## src/rtl/mem_stage_pkg.sv

```systemverilog
// Shared widths, memory-op encodings and FSM state type for the MEM stage.
package mem_stage_pkg;

  localparam int unsigned RegBus     = 32;
  localparam int unsigned RegAddrBus = 5;
  localparam int unsigned AluSelBus  = 6;

  localparam logic [AluSelBus-1:0] MemopNone = 6'h00;
  localparam logic [AluSelBus-1:0] MemopLb   = 6'h01;
  localparam logic [AluSelBus-1:0] MemopLh   = 6'h02;
  localparam logic [AluSelBus-1:0] MemopLw   = 6'h03;
  localparam logic [AluSelBus-1:0] MemopLbu  = 6'h04;
  localparam logic [AluSelBus-1:0] MemopLhu  = 6'h05;
  localparam logic [AluSelBus-1:0] MemopSb   = 6'h06;
  localparam logic [AluSelBus-1:0] MemopSh   = 6'h07;
  localparam logic [AluSelBus-1:0] MemopSw   = 6'h08;

  localparam logic [RegAddrBus-1:0] NopRegAddr = '0;
  localparam logic [RegBus-1:0]     ZeroWord   = '0;

  typedef enum logic [1:0] {
    StIdle = 2'd0,
    StBusy = 2'd1,
    StDone = 2'd2
  } mem_state_e;

  function automatic logic is_load(input logic [AluSelBus-1:0] op);
    return (op >= MemopLb) && (op <= MemopLhu);
  endfunction

endpackage

```

## src/rtl/mem_load_ext.sv

```systemverilog
// Decodes a memory op into mem_ctrl length/direction and extends returned load data.
module mem_load_ext
  import mem_stage_pkg::*;
(
  input  logic [AluSelBus-1:0] memop_i,
  input  logic [RegBus-1:0]    rdata_i,
  output logic                 we_o,
  output logic [1:0]           len_o,
  output logic [RegBus-1:0]    ext_o
);

  always_comb begin
    we_o  = 1'b0;
    len_o = 2'd0;
    ext_o = rdata_i;
    case (memop_i)
      MemopLb: ext_o = {{24{rdata_i[7]}}, rdata_i[7:0]};
      MemopLbu: ext_o = {24'd0, rdata_i[7:0]};
      MemopLh: begin
        len_o = 2'd1;
        ext_o = {{16{rdata_i[15]}}, rdata_i[15:0]};
      end
      MemopLhu: begin
        len_o = 2'd1;
        ext_o = {16'd0, rdata_i[15:0]};
      end
      MemopLw: len_o = 2'd3;
      MemopSb: we_o = 1'b1;
      MemopSh: begin
        we_o  = 1'b1;
        len_o = 2'd1;
      end
      MemopSw: begin
        we_o  = 1'b1;
        len_o = 2'd3;
      end
      default: ;
    endcase
  end

endmodule

```

## src/rtl/mem_stage.sv

```systemverilog
// MEM pipeline stage: ALU pass-through, plus a one-request FSM toward mem_ctrl for
// loads/stores that stalls the pipe until completion and holds the result in DONE.
module mem_stage
  import mem_stage_pkg::*;
(
  input  logic                  clk,
  input  logic                  rst,
  input  logic [RegAddrBus-1:0] ex_wd,
  input  logic                  ex_wreg,
  input  logic [RegBus-1:0]     ex_wdata,
  input  logic [AluSelBus-1:0]  memop_type_i,
  input  logic [RegBus-1:0]     mem_addr_i,
  input  logic [RegBus-1:0]     mem_store_data_i,
  input  logic [5:0]            stall,
  output logic                  mc_req,
  output logic                  mc_we,
  output logic [RegBus-1:0]     mc_addr,
  output logic [1:0]            mc_len,
  output logic [RegBus-1:0]     mc_wdata,
  input  logic                  mc_done,
  input  logic [RegBus-1:0]     mc_rdata,
  output logic [RegAddrBus-1:0] mem_wd,
  output logic                  mem_wreg,
  output logic [RegBus-1:0]     mem_wdata,
  output logic [AluSelBus-1:0]  memop_type_o,
  output logic                  stallreq_mem
);

  mem_state_e           state_q, state_d;
  logic                 mc_req_q, mc_req_d;
  logic                 mc_we_q, mc_we_d;
  logic [1:0]           mc_len_q, mc_len_d;
  logic [RegBus-1:0]    mc_addr_q, mc_addr_d;
  logic [RegBus-1:0]    mc_wdata_q, mc_wdata_d;
  logic [RegBus-1:0]    result_q, result_d;
  logic [AluSelBus-1:0] op_q, op_d;

  logic [AluSelBus-1:0] ext_op;
  logic                 dec_we;
  logic [1:0]           dec_len;
  logic [RegBus-1:0]    ext_data;
  logic                 unused_stall;

  assign unused_stall = ^{stall[5], stall[3:0]};

  // Decode the incoming op while idle; once issued, extend with the op that was latched.
  assign ext_op = (state_q == StIdle) ? memop_type_i : op_q;

  mem_load_ext u_load_ext (
    .memop_i (ext_op),
    .rdata_i (mc_rdata),
    .we_o    (dec_we),
    .len_o   (dec_len),
    .ext_o   (ext_data)
  );

  always_comb begin
    state_d    = state_q;
    mc_req_d   = mc_req_q;
    mc_we_d    = mc_we_q;
    mc_len_d   = mc_len_q;
    mc_addr_d  = mc_addr_q;
    mc_wdata_d = mc_wdata_q;
    result_d   = result_q;
    op_d       = op_q;
    case (state_q)
      StIdle: begin
        if (memop_type_i != MemopNone) begin
          state_d    = StBusy;
          mc_req_d   = 1'b1;
          mc_we_d    = dec_we;
          mc_len_d   = dec_len;
          mc_addr_d  = mem_addr_i;
          mc_wdata_d = mem_store_data_i;
          op_d       = memop_type_i;
        end
      end
      StBusy: begin
        if (mc_done) begin
          state_d  = StDone;
          mc_req_d = 1'b0;
          result_d = ext_data;
        end
      end
      StDone: begin
        // Leaving only when mem_wb captures keeps the same op from being re-issued.
        if (!stall[4]) begin
          state_d = StIdle;
        end
      end
      default: state_d = StIdle;
    endcase
  end

  always_ff @(posedge clk or posedge rst) begin
    if (rst) begin
      state_q    <= StIdle;
      mc_req_q   <= 1'b0;
      mc_we_q    <= 1'b0;
      mc_len_q   <= 2'd0;
      mc_addr_q  <= ZeroWord;
      mc_wdata_q <= ZeroWord;
      result_q   <= ZeroWord;
      op_q       <= MemopNone;
    end else begin
      state_q    <= state_d;
      mc_req_q   <= mc_req_d;
      mc_we_q    <= mc_we_d;
      mc_len_q   <= mc_len_d;
      mc_addr_q  <= mc_addr_d;
      mc_wdata_q <= mc_wdata_d;
      result_q   <= result_d;
      op_q       <= op_d;
    end
  end

  assign mc_req   = mc_req_q;
  assign mc_we    = mc_we_q;
  assign mc_len   = mc_len_q;
  assign mc_addr  = mc_addr_q;
  assign mc_wdata = mc_wdata_q;

  always_comb begin
    stallreq_mem = 1'b0;
    mem_wd       = ex_wd;
    mem_wreg     = ex_wreg;
    mem_wdata    = ex_wdata;
    memop_type_o = memop_type_i;
    if (rst) begin
      mem_wd       = NopRegAddr;
      mem_wreg     = 1'b0;
      mem_wdata    = ZeroWord;
      memop_type_o = MemopNone;
    end else begin
      case (state_q)
        StIdle: begin
          if (memop_type_i != MemopNone) begin
            stallreq_mem = 1'b1;
            mem_wreg     = 1'b0;
          end
        end
        StBusy: begin
          stallreq_mem = 1'b1;
          mem_wreg     = 1'b0;
        end
        StDone: begin
          if (is_load(op_q)) begin
            mem_wdata = result_q;
          end
        end
        default: ;
      endcase
    end
  end

endmodule
```

## config.mk

```make
export PLATFORM = sky130hd
export DESIGN_NAME = mem_stage
export DESIGN_NICKNAME = d
export VERILOG_FILES = /design/src/rtl/mem_stage_pkg.sv /design/src/rtl/mem_load_ext.sv /design/src/rtl/mem_stage.sv
export SDC_FILE = /design/constraint.sdc
export NUM_CORES = 1
export LEC_CHECK = 0
export CORE_ASPECT_RATIO = 1.5
export CORE_MARGIN = 2
export CORE_UTILIZATION = 40
export DETAILED_ROUTE_END_ITERATION = 16
export PLACE_DENSITY = 0.81
export SETUP_SLACK_MARGIN = 0.05
export SYNTH_ARGS = -nofsm -noshare
export SYNTH_HDL_FRONTEND = slang
export SYNTH_SLANG_ARGS = --single-unit
```

## constraint.sdc

```tcl
create_clock -name clk -period 6.4 [get_ports clk]
set_input_delay 1.28 -clock clk [delete_from_list [all_inputs] [get_ports clk]]
set_output_delay 1.28 -clock clk [all_outputs]
set_load 0.02 [all_outputs]
```

==> results.sh <==
export IMPL_worstSetupPathType="in -> out"
export IMPL_ctsResizeCount=0
export IMPL_clock_sinks=108
export IMPL_placed_area_um2=7730
export IMPL_yosys_register_bits=108
export IMPL_rows=50
export IMPL_slew_headroom_pct=20.7
export IMPL_grt_pass1_wl_um=24800
export IMPL_wl_um=15400
export IMPL_ctsHoldBuffers=0
export IMPL_maxCapViolCount=0
export IMPL_cts_buffers=9
export IMPL_status="finished, final reports clean"
export IMPL_synth_cell_type_count=42
export IMPL_final_min_clock_period_ns=5.05
export IMPL_layout_nets=1012
export IMPL_synthTopCellsByCount="nand2_1 (319), dfrtp_1 (108), a21oi_1 (60), nor2_1 (30), clkbuf_1 (28)"
export IMPL_place_gp_congestion=0.803
export IMPL_drt_wirelength_per_cell_um=15.1
export IMPL_synth_area_um2=5100
export IMPL_synth_edff_count=0
export IMPL_grt_setup_unrepaired="false"
export IMPL_cts_root_buf="clkbuf_16"
export IMPL_via_per_inst=4.83
export IMPL_antenna_left=0
export IMPL_ir_worst_vdd_mv=0.284
export IMPL_ios=262
export IMPL_drtIter0Drc=274
export IMPL_final_design_area_no_fill_um2=8040
export IMPL_final_fill_count=1061
export IMPL_finalSetupTns_ns=0
export IMPL_grt_use_met2_pct=40.1
export IMPL_netlist_instances=632
export IMPL_hold_ws_ns=0.475
export IMPL_gr_usage_met3_pct=4.87
export IMPL_first_pass_iters=4
export IMPL_synth_flop_cell="dfrtp_1"
export IMPL_drive_gt1_share_pct=5.07
export IMPL_yosys_top_cells_area="dfrtp_1 (53%), nand2_1 (23%), a21oi_1 (5.9%), a31oi_2 (2.5%), nor2_1 (2.2%)"
export IMPL_startpoint_type="input pin"
export IMPL_core_area_um2=12400
export IMPL_clkSlewWorstSetupHoldPaths_ns=0.07
export IMPL_synth_seq_area_share_pct=53.0
export IMPL_track_usage_pct=23.3
export IMPL_synth_nets=781
export IMPL_area_growth_pct=57.6
export IMPL_fin_crit_sh_pct=78.8
export IMPL_grt_overflow_total=0
export IMPL_min_path_type="reg -> reg"
export IMPL_tritoncts="yes"
export IMPL_grt_max_degree=69
export IMPL_top_usage_layer="met2"
export IMPL_grtUsageMet1_pct=28.5
export IMPL_antenna_found_initial=0
export IMPL_hold_viol=0
export IMPL_stdcell_count=1024
export IMPL_start_util_pct=41.0
export IMPL_via_count=4945
export IMPL_synth_top_cell_by_area="dfrtp_1"
export IMPL_dp_cells=1008
export IMPL_cp_required_ns=5.12
export IMPL_die_h_um=142
export IMPL_die_w_um=96.2
export IMPL_synth_top_area_share_pct=53.0
export IMPL_ys_warn_count=0
export IMPL_finClkSkew_ns=0.00940
export IMPL_drc_errors=0
export IMPL_insertion_delay_ns=0.34
export IMPL_async_flop_share_pct=100
export IMPL_cts_setup_buffers=0
export IMPL_cp_max_fo=9
export IMPL_synth_most_common_cell="nand2_1"
export IMPL_insertedDiodeCount=0
export IMPL_cts_max_path_buffers=2
export IMPL_power_leakage_nw=3.64
export IMPL_setup_viol=0
export IMPL_die_area_um2=13700
export IMPL_htreeDepth=3
export IMPL_io_buffers=256
export IMPL_tightest_slew_ns=1.19
export IMPL_r2r_slack_ns=3.58
export IMPL_finalPower_w=0.00370
export IMPL_crit_arrival_ns=3.77
export IMPL_dpl_hpwl_um=11200
export IMPL_end_kind="output pin"
export IMPL_max_freq_mhz=198
export IMPL_power_density_nw_per_um2=460
export IMPL_syn_area_per_cell_um2=8.07
export IMPL_drv_slew=0
export IMPL_first_global_vias=4912
-- critical path, stage by stage --
cell             delay (ns)
clkdlybuf4s50_1        0.57
nor4_1                 0.63
nand2_1                0.21
o21bai_1               0.28
and3_1                 0.19
clkdlybuf4s50_1        0.60
-- through the flow --
stage	setup slack, ns	utilization (%)
global placement	1.38	62.1
floorplan	0.860	-
detailed placement	1.34	62.1
global route	1.22	64.6
CTS	1.34	64.6
finish	1.35	64.6
-- cells by family after synthesis --
| family | Yosys count | synth area share (%) |
|---|---|---|
| AOI/OAI and AO/OA | 97 | 12.7 |
| buffers and inverters | 42 | 3.70 |
| DFF | 108 | 53.0 |
| muxes | 2 | 0.490 |
| and+or+nand+nor | 383 | 30.1 |
-- registers in the layout, indices dropped and copies added (netlist names) --
name	cells
mc_req	1
op_q	6
result_q	32
mc_wdata	32
mc_addr	32
mc_we	1
mc_len	2
state_q	2
-- final timing paths --
kind                            cells after the start            to            start
min in group asynchronous                           3   mc_wdata[2]              rst
max in group asynchronous                           4  result_q[27]              rst
worst max-delay path                                6      mem_wreg  memop_type_i[1]
worst min-delay path                                2   mc_wdata[7]      mc_wdata[7]
worst max register to register                      5  result_q[16]       state_q[0]
worst min register to register                      2   mc_wdata[7]      mc_wdata[7]
-- power breakdown --
group | switching [W] | total, W | internal (W)
Sequential | 0.000204 | 0.00122 | 0.00102
Combinational | 0.00108 | 0.00188 | 0.000797
Clock | 0.000250 | 0.000594 | 0.000344
Total | 0.00154 | 0.00370 | 0.00216
-- final cells by class --
| class | instances | area [um^2] | share of cell area (%) |
|---|---|---|---|
| Tap cell | 156 | 195 | 2.43 |
| Timing Repair Buffer | 261 | 2590 | 32.3 |
| Clock inverter | 6 | 87.6 | 1.09 |
| Clock buffer | 10 | 229 | 2.85 |
| Inverter | 1 | 6.26 | 0.0778 |
| Multi-Input combinational cell | 482 | 2230 | 27.7 |
| Sequential cell | 108 | 2700 | 33.6 |
-- routing by layer --
| layer | share of wire (%) | vias up | routed length, um |
|---|---|---|---|
| li1 | - | 2487 | - |
| met1 | 40 | 2259 | 6190 |
| met2 | 51 | 171 | 7880 |
| met3 | 6.3 | 28 | 973 |
| met4 | 2.5 | 0 | 380 |
| met5 | 0 | - | 0 |
-- layout by cell type, fill, tap and decap left out, types with 2 or more instances in the layout --
cell and count:
a21oi_1 59, a21oi_4 2, a22o_1 5, a31oi_1 6
a31oi_2 10, and3_1 3, buf_4 5, bufinv_16 2
clkbuf_16 9, clkdlybuf4s50_1 255, clkinv_2 2, dfrtp_1 108
nand2_1 318, nand2_2 2, nand2b_1 3, nand3_1 3
nor2_1 29, nor2b_1 12, nor4_1 2, o2111ai_1 2
o21ai_0 4, o31ai_1 2
No activity file was read; power rests on OpenSTA's default activity.
